### src/rtl/pixel_stream_source.sv
// pixel_stream_source: test-pattern generator for the 12-bit RGB444 pixel stream.
// It emits WIDTH x HEIGHT frames with sop/eop/valid framing and honours ready backpressure.
// Each frame is followed by GAP idle cycles. All outputs are registered.

module pixel_stream_source #(
   parameter int WIDTH  = 640,
   parameter int HEIGHT = 480,
   parameter int GAP    = 4
) (
   input  logic        clk,
   input  logic        reset,
   input  logic        enable,
   input  logic [1:0]  pattern_sel,
   input  logic        ready_in,
   output logic [11:0] data_out,
   output logic        sop_out,
   output logic        eop_out,
   output logic        valid_out,
   output logic        frame_done
);

   localparam int XW    = $clog2(WIDTH);
   localparam int YW    = $clog2(HEIGHT);
   localparam int BAR_W = WIDTH / 8;
   localparam int BW    = $clog2(BAR_W);
   localparam int GW    = $clog2(GAP + 1);

   localparam logic [XW-1:0] X_LAST = XW'(WIDTH - 1);
   localparam logic [YW-1:0] Y_LAST = YW'(HEIGHT - 1);
   localparam logic [BW-1:0] B_LAST = BW'(BAR_W - 1);
   localparam logic [GW-1:0] G_LAST = GW'(GAP - 1);

   typedef enum logic [1:0] {
      S_IDLE,
      S_STREAM,
      S_GAP
   } state_e;

   state_e         state_q, state_d;
   logic [XW-1:0]  x_q, x_d;
   logic [YW-1:0]  y_q, y_d;
   logic [3:0]     fc_q, fc_d;
   logic [BW-1:0]  bar_cnt_q, bar_cnt_d;
   logic [2:0]     bar_idx_q, bar_idx_d;
   logic [GW-1:0]  gap_q, gap_d;
   logic [1:0]     pat_q, pat_d;
   logic [11:0]    data_q, data_d;
   logic           sop_q, sop_d;
   logic           eop_q, eop_d;
   logic           valid_q, valid_d;
   logic           done_q, done_d;
   logic           start;
   logic           load;

   // Pixel colour for a given position. The bar index is tracked by a counter, so no divider is needed.
   function automatic logic [11:0] pixel(input logic [1:0]    sel,
                                         input logic [XW-1:0] x,
                                         input logic [YW-1:0] y,
                                         input logic [3:0]    fc,
                                         input logic [2:0]    bar);
      case (sel)
         2'd0: return 12'h888;
         2'd1: begin
            case (bar)
               3'd0:    return 12'hFFF;
               3'd1:    return 12'hFF0;
               3'd2:    return 12'h0FF;
               3'd3:    return 12'h0F0;
               3'd4:    return 12'hF0F;
               3'd5:    return 12'hF00;
               3'd6:    return 12'h00F;
               default: return 12'h000;
            endcase
         end
         2'd2:    return {4'(32'(x) >> 4), 4'(32'(y) >> 4), fc};
         default: return (1'(32'(x) >> 4) ^ 1'(32'(y) >> 4)) ? 12'hFFF : 12'h000;
      endcase
   endfunction

   // Next-state logic: frame sequencing, position counters and the registered output values.
   always_comb begin
      // NOTE: every variable gets a default before the case so no path leaves it unassigned (no latches).
      state_d   = state_q;
      x_d       = x_q;
      y_d       = y_q;
      fc_d      = fc_q;
      bar_cnt_d = bar_cnt_q;
      bar_idx_d = bar_idx_q;
      gap_d     = gap_q;
      pat_d     = pat_q;
      data_d    = data_q;
      sop_d     = sop_q;
      eop_d     = eop_q;
      valid_d   = valid_q;
      done_d    = 1'b0;
      start     = 1'b0;
      load      = 1'b0;

      unique case (state_q)
         S_IDLE: begin
            if (enable) start = 1'b1;
         end
         S_STREAM: begin
            // valid_q is always set in STREAM, so ready_in alone marks a transfer.
            if (ready_in) begin
               if (x_q == X_LAST) begin
                  if (y_q == Y_LAST) begin
                     state_d = S_GAP;
                     fc_d    = fc_q + 4'd1;
                     done_d  = 1'b1;
                     gap_d   = '0;
                     valid_d = 1'b0;
                     sop_d   = 1'b0;
                     eop_d   = 1'b0;
                     data_d  = '0;
                  end else begin
                     x_d       = '0;
                     y_d       = y_q + YW'(1);
                     bar_cnt_d = '0;
                     bar_idx_d = '0;
                     load      = 1'b1;
                  end
               end else begin
                  x_d = x_q + XW'(1);
                  if (bar_cnt_q == B_LAST) begin
                     bar_cnt_d = '0;
                     bar_idx_d = bar_idx_q + 3'd1;
                  end else begin
                     bar_cnt_d = bar_cnt_q + BW'(1);
                  end
                  load = 1'b1;
               end
            end
         end
         S_GAP: begin
            if (gap_q == G_LAST) begin
               if (enable) start = 1'b1;
               else        state_d = S_IDLE;
            end else begin
               gap_d = gap_q + GW'(1);
            end
         end
         default: state_d = S_IDLE;
      endcase

      // A frame start samples pattern_sel, which then stays fixed until the next frame.
      if (start) begin
         state_d   = S_STREAM;
         x_d       = '0;
         y_d       = '0;
         bar_cnt_d = '0;
         bar_idx_d = '0;
         pat_d     = pattern_sel;
         load      = 1'b1;
      end

      // Register the pixel for the position being moved to, so outputs change only on an accepted pixel.
      if (load) begin
         valid_d = 1'b1;
         data_d  = pixel(pat_d, x_d, y_d, fc_d, bar_idx_d);
         sop_d   = (x_d == '0) && (y_d == '0);
         eop_d   = (x_d == X_LAST) && (y_d == Y_LAST);
      end
   end

   // State and output registers. Reset aborts the current frame at once, with no eop.
   always_ff @(posedge clk or negedge reset) begin
      if (!reset) begin
         state_q   <= S_IDLE;
         x_q       <= '0;
         y_q       <= '0;
         fc_q      <= '0;
         bar_cnt_q <= '0;
         bar_idx_q <= '0;
         gap_q     <= '0;
         pat_q     <= '0;
         data_q    <= '0;
         sop_q     <= 1'b0;
         eop_q     <= 1'b0;
         valid_q   <= 1'b0;
         done_q    <= 1'b0;
      end else begin
         // NOTE: non-blocking assignments let every register update from the same pre-edge values.
         state_q   <= state_d;
         x_q       <= x_d;
         y_q       <= y_d;
         fc_q      <= fc_d;
         bar_cnt_q <= bar_cnt_d;
         bar_idx_q <= bar_idx_d;
         gap_q     <= gap_d;
         pat_q     <= pat_d;
         data_q    <= data_d;
         sop_q     <= sop_d;
         eop_q     <= eop_d;
         valid_q   <= valid_d;
         done_q    <= done_d;
      end
   end

   assign data_out   = data_q;
   assign sop_out    = sop_q;
   assign eop_out    = eop_q;
   assign valid_out  = valid_q;
   assign frame_done = done_q;

endmodule

### config.mk
export PLATFORM = sky130hd
export DESIGN_NAME = pixel_stream_source
export DESIGN_NICKNAME = d
export VERILOG_FILES = /design/src/rtl/pixel_stream_source.sv
export SDC_FILE = /design/constraint.sdc
export NUM_CORES = 1
export LEC_CHECK = 0
export BUFFER_PORTS_ARGS = -buffer_cell sky130_fd_sc_hd__buf_2
export CAP_MARGIN = 5
export CORE_MARGIN = 4
export CORE_UTILIZATION = 54
export DETAILED_ROUTE_END_ITERATION = 10
export GPL_TIMING_DRIVEN = 0
export PLACE_DENSITY_LB_ADDON = 0.25
export SYNTH_ARGS = -nofsm -noshare
export SYNTH_HDL_FRONTEND = slang
export SYNTH_SLANG_ARGS = --single-unit
### constraint.sdc
create_clock -name clk -period 2.43 [get_ports clk]
set_input_delay 0.486 -clock clk [delete_from_list [all_inputs] [get_ports clk]]
set_output_delay 0.486 -clock clk [all_outputs]
set_load 0.01 [all_outputs]
==> impl_metrics.toml, run 1 <==
[run_status]
status = "finished with violations"
violations = "setup timing"

[cells_and_area]
area_growth_pct = 29.2
final_util_pct = 73.7
diodes = 0
most-common-layout-cells = "dfrtp_1, nand2_1, buf_4"
layout.nets = 373
final_layout_size_suffix_gt1_share_pct = 32.1
final_common_cell = "dfrtp_1"

[route]
dr_total_vias = 2763
finalWirelength_um = 8590
drt_iter0_markers = 296
remaining_drc_errors = 0
drtAntennaViolNets = 0
wire_per_inst_um = 19.9
drt-pass1-iter-count = 5
routed_via_density = 6.41

[global_routing]
grt_max_degree = 57
met2_usage_pct = 39.1
grt_use_total_pct = 25.0
use_met3_pct = 5.86
overflow = 0
met1_usage_pct = 33.9
grt_pass1_vias = 2649
gr-max-usage-layer = "met2"
antenna_found_initial = 0
grt_first_pass_wirelength_um = 12900

[yosys]
syn_nets = 316
yosysWarnings = 0
seq_area_frac_synth_pct = 46.9
syn_area_um2 = 2990
synth_seq_cells = 56
ys_async_sr_fraction_pct = 100
yosys.area.top_type = "dfrtp_1"
syn_area_per_cell_um2 = 9.86
yosysTopAreaCellShare_pct = 46.9
synthDistinctLibCells = 57
synth_ff_type = "dfrtp_1"
synth_cells = 303
synth_edf_count = 0
ys_top_cells_by_area = "dfrtp_1, a22o_1, nand2_1"

[clock_tree]
clk_pin_slew_worst_paths_ns = 0.11
htreeDepth = 2
cts_tree = "built"
clock-sinks = 56
cts_buffers = 5
clock-root-buffer = "clkbuf_8"
clock_latency_ns = 0.32
max-clock-path-buffers = 2

[worst_setup_path]
critPathKind = "reg -> reg"
slowest_delay_ns = 0.45
crit_end = "data_out[0]"
cp_cell_sequence = "ha_4 > nand4b_4 > or4_4 > buf_8 > o311a_4 > nor2_4 > inv_2 > xnor2_2 > a31oi_4 > buf_6 > a22o_1"
critPathRequiredTime_ns = 2.65
reg2reg_to = "data_out[0]"
reg2reg_slack_ns = -0.24
startpoint = "x_q[0]"
start_kind = "flop"
r2r_start = "x_q[0]"
arrival_ns = 2.89
r2r_cells = 11
crit_path_end_kind = "flop"
cp_max_fo = 5
cpMaxStageDelayCell = "or4_4"

[timing]
setup-violations-final = 14
hold_viol = 0
worstMarginPinSlew_ns = 0.538
clock-skew-final_ns = 0.0181
holdWs_ns = 0.104
finalWorstSetupSlack_ns = -0.244
min_period_ns = 2.67
slew_viol_final = 0
fmax_ghz = 0.374
rsz0062_at_grt = "true"
slew-limit-headroom_pct = 64.1
timing.final.crit_share_pct = 110

[pwr]
p_comb_share_pct = 42.8
power.density_nw_per_um2 = 924
ir_drop_uv = 689
pwr-share-clk_pct = 18.4
swShare_pct = 38.5
p_sw_mw = 1.38
pwr-share-seq_pct = 38.8
leakagePower_nw = 1.74
p_int_mw = 2.19

[floorplan]
rows = 26
ios = 22
die_y_um = 82.4
die_w_um = 82.4
coreArea_um2 = 5240
die_area_um2 = 6790
initial_core_util_pct = 57.0

[placement]
port_buffers = 21
dp_hpwl_um = 5040
place.gp.congestion = 0.899
pre_cts_slack_ns = -0.546

[job]
cap_violations = 0

[worst_hold_path]
hp-class = "in -> async"
power by group through the flow:
| stage | registers (mW) | clock network, mW | logic (mW) |
|---|---|---|---|
| after global routing | 1.41 | 0.699 | 1.67 |
| after detailed placement | 1.40 | 0 | 1.19 |
| final | 1.39 | 0.656 | 1.53 |
| after CTS | 1.37 | 0.659 | 1.40 |
| after global placement | 1.39 | 0 | 1.17 |
| after floorplan | 1.42 | 0 | 0.812 |
how the worst min path moves through the flow:
stage | to | slack, ns | cells after the start | from
after floorplan | bar_cnt_q[0] | 0.19 | 0 | reset
after global placement | valid_out | 0.46 | 2 | valid_out
after detailed placement | fc_q[3] | 0.46 | 1 | fc_q[3]
after CTS | data_out[5] | 0.46 | 1 | reset
after global routing | y_q[0] | 0.13 | 1 | reset
final | y_q[0] | 0.10 | 1 | reset
logic make-up (layout without fill, tap and decap cells):
family                     Yosys count  in the layout  synth area share [%]
and+or+nand+nor                    118            118                  21.7
AOI/OAI and AO/OA                   76             76                  18.5
DFF                                 56             56                  46.9
buffers and inverters               25             83                  3.48
xor gates and xnor gates            15             15                  4.40
adders and majority gates            7              7                  2.93
muxes                                6              6                  2.09
critical path, delay by kind of cell (launching register included):
family                   cells  cell delay (ns)
AND/OR/NAND/NOR              3             0.66
AO/OA/AOI/OAI                3             0.66
flip-flops                   1             0.42
buffers and inverters        3             0.40
XOR/XNOR                     1             0.25
adder cells (fa/ha/maj)      1             0.18
cell type report:
| class | instances | area (um^2) |
|---|---|---|
| multi-input cells | 222 | 1770 |
| flip-flops and latches | 56 | 1400 |
| fillers | 335 | 1380 |
| repair buffers | 52 | 362 |
| well taps | 70 | 87.6 |
| clock buffers | 6 | 82.6 |
| plain buffers | 12 | 81.3 |
| inverters | 11 | 41.3 |
| clock inverters | 2 | 38.8 |
sequential cells by signal, summed over array words and instances, names as in the netlist:
register / cells
data_out: 12
x_q: 10
y_q: 9
bar_cnt_q: 7
fc_q: 4
bar_idx_q: 3
gap_q: 3
pat_q: 2
state_q: 2
eop_out: 1
frame_done: 1
sop_out: 1
valid_out: 1
Yosys cell counts, types with 8 or more instances:
| master | instances |
|---|---|
| nand3_1 | 13 |
| nand2_1 | 32 |
| xnor2_1 | 10 |
| nor2_1 | 17 |
| inv_1 | 9 |
| a21o_1 | 9 |
| a22o_1 | 15 |
| nor4_1 | 8 |
| a21oi_1 | 8 |
| nor3_1 | 8 |
| o21ai_0 | 12 |
| dfrtp_1 | 56 |
per-layer routing:
metal,routed length [um],part of all wire (%),vias up
met5,0,0,-
met4,208,2.4,0
met3,627,7.3,25
met2,4040,47,129
met1,3720,43,1379
li1,-,-,1230
per-stage QoR:
step | setup TNS, ns | cell area (um^2) | total power, mW | std cells
2_1_floorplan | 0 | 3030 | 2.23 | 303
3_3_place_gp | -7.28 | 3220 | 2.56 | 394
3_5_place_dp | -8.09 | 3220 | 2.59 | 394
4_1_cts | -1.66 | 3650 | 3.43 | 425
5_1_grt | -4.21 | 3860 | 3.78 | 431
6_report | -3.18 | 3860 | 3.57 | 431
timing repair:
action / 4_1_cts / 5_1_grt
buffers inserted: 24 / 5
gates cloned: 1 / 0
pin swaps: 10 / 13
endpoints found under the setup margin: 23 / 17
resized for setup: 28 / 27
hold buffers: 0 / 0
Power figures use the tool's default switching activity.
==> run 2, diff against run 1 <==
--- a/config.mk
+++ b/config.mk
@@ -11,6 +11,7 @@
 export CORE_UTILIZATION = 54
 export DETAILED_ROUTE_END_ITERATION = 10
 export GPL_TIMING_DRIVEN = 0
+export MAX_ROUTING_LAYER = met4
 export PLACE_DENSITY_LB_ADDON = 0.25
 export SYNTH_ARGS = -nofsm -noshare
 export SYNTH_HDL_FRONTEND = slang
==> run 2 against run 1 <==
Critical endpoint is now data_out[7]. Highest routed layer unchanged. Clock skew decreased by 0.0071 ns. Largest cell class unchanged. The flow still finishes with violations (setup timing). Final cell count down 1.4%. Clock power decreased by 17%. Setup slack better by 0.082 ns.
==> impl_metrics.toml, run 2 (synthesized netlist as in run 1, its figures left out) <==
[pwr]
ir_drop_uv = 780
power.density_nw_per_um2 = 934
leakagePower_nw = 1.66

[timing]
hold_viol = 0
finalWorstSetupSlack_ns = -0.162
timing.final.crit_share_pct = 107
finalSetupTns_ns = -2.02
min_period_ns = 2.59
clock-skew-final_ns = 0.0110
slew-limit-headroom_pct = 53.7
fmax_ghz = 0.386
worstMarginPinSlew_ns = 0.695
setup-violations-final = 14
rsz0062_at_grt = "true"
holdWs_ns = 0.208
slew_viol_final = 0

[route]
wire_per_inst_um = 19.2
drt_iter0_markers = 249
remaining_drc_errors = 0
drt-pass1-iter-count = 5
finalWirelength_um = 8140
dr_total_vias = 2751
drtAntennaViolNets = 0
routed_via_density = 6.47

[clock_tree]
cts_tree = "built"
clock-root-buffer = "clkbuf_8"
clock-sinks = 56
max-clock-path-buffers = 2
clk_pin_slew_worst_paths_ns = 0.10
cts_buffers = 5
hold_buffers = 0
clock_latency_ns = 0.31
htreeDepth = 2

[worst_setup_path]
critPathKind = "reg -> reg"
critPathRequiredTime_ns = 2.64
start_kind = "flop"
startpoint = "x_q[1]"
crit_path_end_kind = "flop"
cp_max_fo = 6
arrival_ns = 2.80
r2r_start = "x_q[1]"

[cells_and_area]
largest_reg_flops = 12
layout.nets = 367
final_util_pct = 70.2
area_growth_pct = 23.0
diodes = 0
final_cell_area_um2 = 3670
final_layout_size_suffix_gt1_share_pct = 29.0
most-common-layout-cells = "dfrtp_1, nand2_1, buf_4"
final_common_cell = "dfrtp_1"

[placement]
place.gp.congestion = 0.912
port_buffers = 21
dpl-instance-area_um2 = 3220
pre_cts_slack_ns = -0.583
dp_hpwl_um = 5080

[global_routing]
grt_max_degree = 57
overflow = 0
antenna_found_initial = 0
grt_first_pass_wirelength_um = 12800
grt_pass1_vias = 2566
grt_use_total_pct = 25.8

[run_status]
violations = "setup timing"
status = "finished with violations"

[job]
cap_violations = 0

[floorplan]
die_area_um2 = 6790
die_y_um = 82.4
coreArea_um2 = 5240
rows = 26
initial_core_util_pct = 57.0
die_w_um = 82.4
ios = 22

[worst_hold_path]
hp-class = "in -> async"
## run 2: cell types whose count changed in the layout (fill, tap and decap cells not counted), moves of 2 or more
| cell | delta |
|---|---|
| buf_4 | -3 |
| xnor2_1 | +2 |
| nor4_2 | -3 |
| nor4_1 | +3 |
| clkinvlp_4 | +2 |
| dfrtp_2 | +2 |
| dfrtp_1 | -2 |
| nor3_2 | +2 |
| xnor2_2 | -2 |
## run 2: per-stage QoR
stage | power, mW | std cells
after floorplan | 2.23 | 303
after global placement | 2.57 | 394
after detailed placement | 2.61 | 394
after CTS | 3.29 | 412
after global routing | 3.64 | 425
final | 3.43 | 425
## run 2: power by group
group	internal (mW)	leakage (nW)	switching, mW
sequential	1.18	0.719	0.202
clock	0.231	0.0434	0.311
combinational	0.669	0.898	0.835
total	2.08	1.66	1.35
## run 2: what timing repair did
action	CTS	global route
gates resized for setup	20	26
gates cloned	1	0
endpoints found under the setup margin	24	16
pin swaps	7	13
buffers inserted	11	13
## run 2: layout make-up
| type | count | area, um^2 |
|---|---|---|
| multi-input cells | 222 | 1660 |
| fillers | 362 | 1560 |
| flip-flops and latches | 56 | 1410 |
| repair buffers | 46 | 307 |
| well taps | 70 | 87.6 |
| clock buffers | 6 | 82.6 |
| plain buffers | 12 | 81.3 |
| inverters | 11 | 41.3 |
| clock inverters | 2 | 15.0 |
## run 2: per-layer routing
layer,vias to the layer above,GRT usage (%),part of all wire [%]
met5,-,-,0
met4,0,9.80,2.8
met3,29,5.42,6.6
met2,146,39.4,48
met1,1355,33.9,43
li1,1221,-,-
## run 2: final timing paths
kind	end	slack, ns	depth (start not counted)
min reg2reg	fc_q[3]	0.48	1
max	data_out[7]	-0.16	11
max reg2reg	data_out[7]	-0.16	11
max in group asynchronous	state_q[0]	1.71	1
min	y_q[3]	0.21	1
min in group clk	fc_q[3]	0.48	1
## run 2: critical path, cell delays in order, from the launching register on
cell,delay (ns)
dfrtp_1,0.41
ha_4,0.17
nand4b_4,0.11
or4_4,0.44
buf_6,0.15
o311a_1,0.32
nor2_4,0.12
inv_2,0.08
xnor2_2,0.20
a31oi_4,0.14
buf_6,0.16
a22o_1,0.18
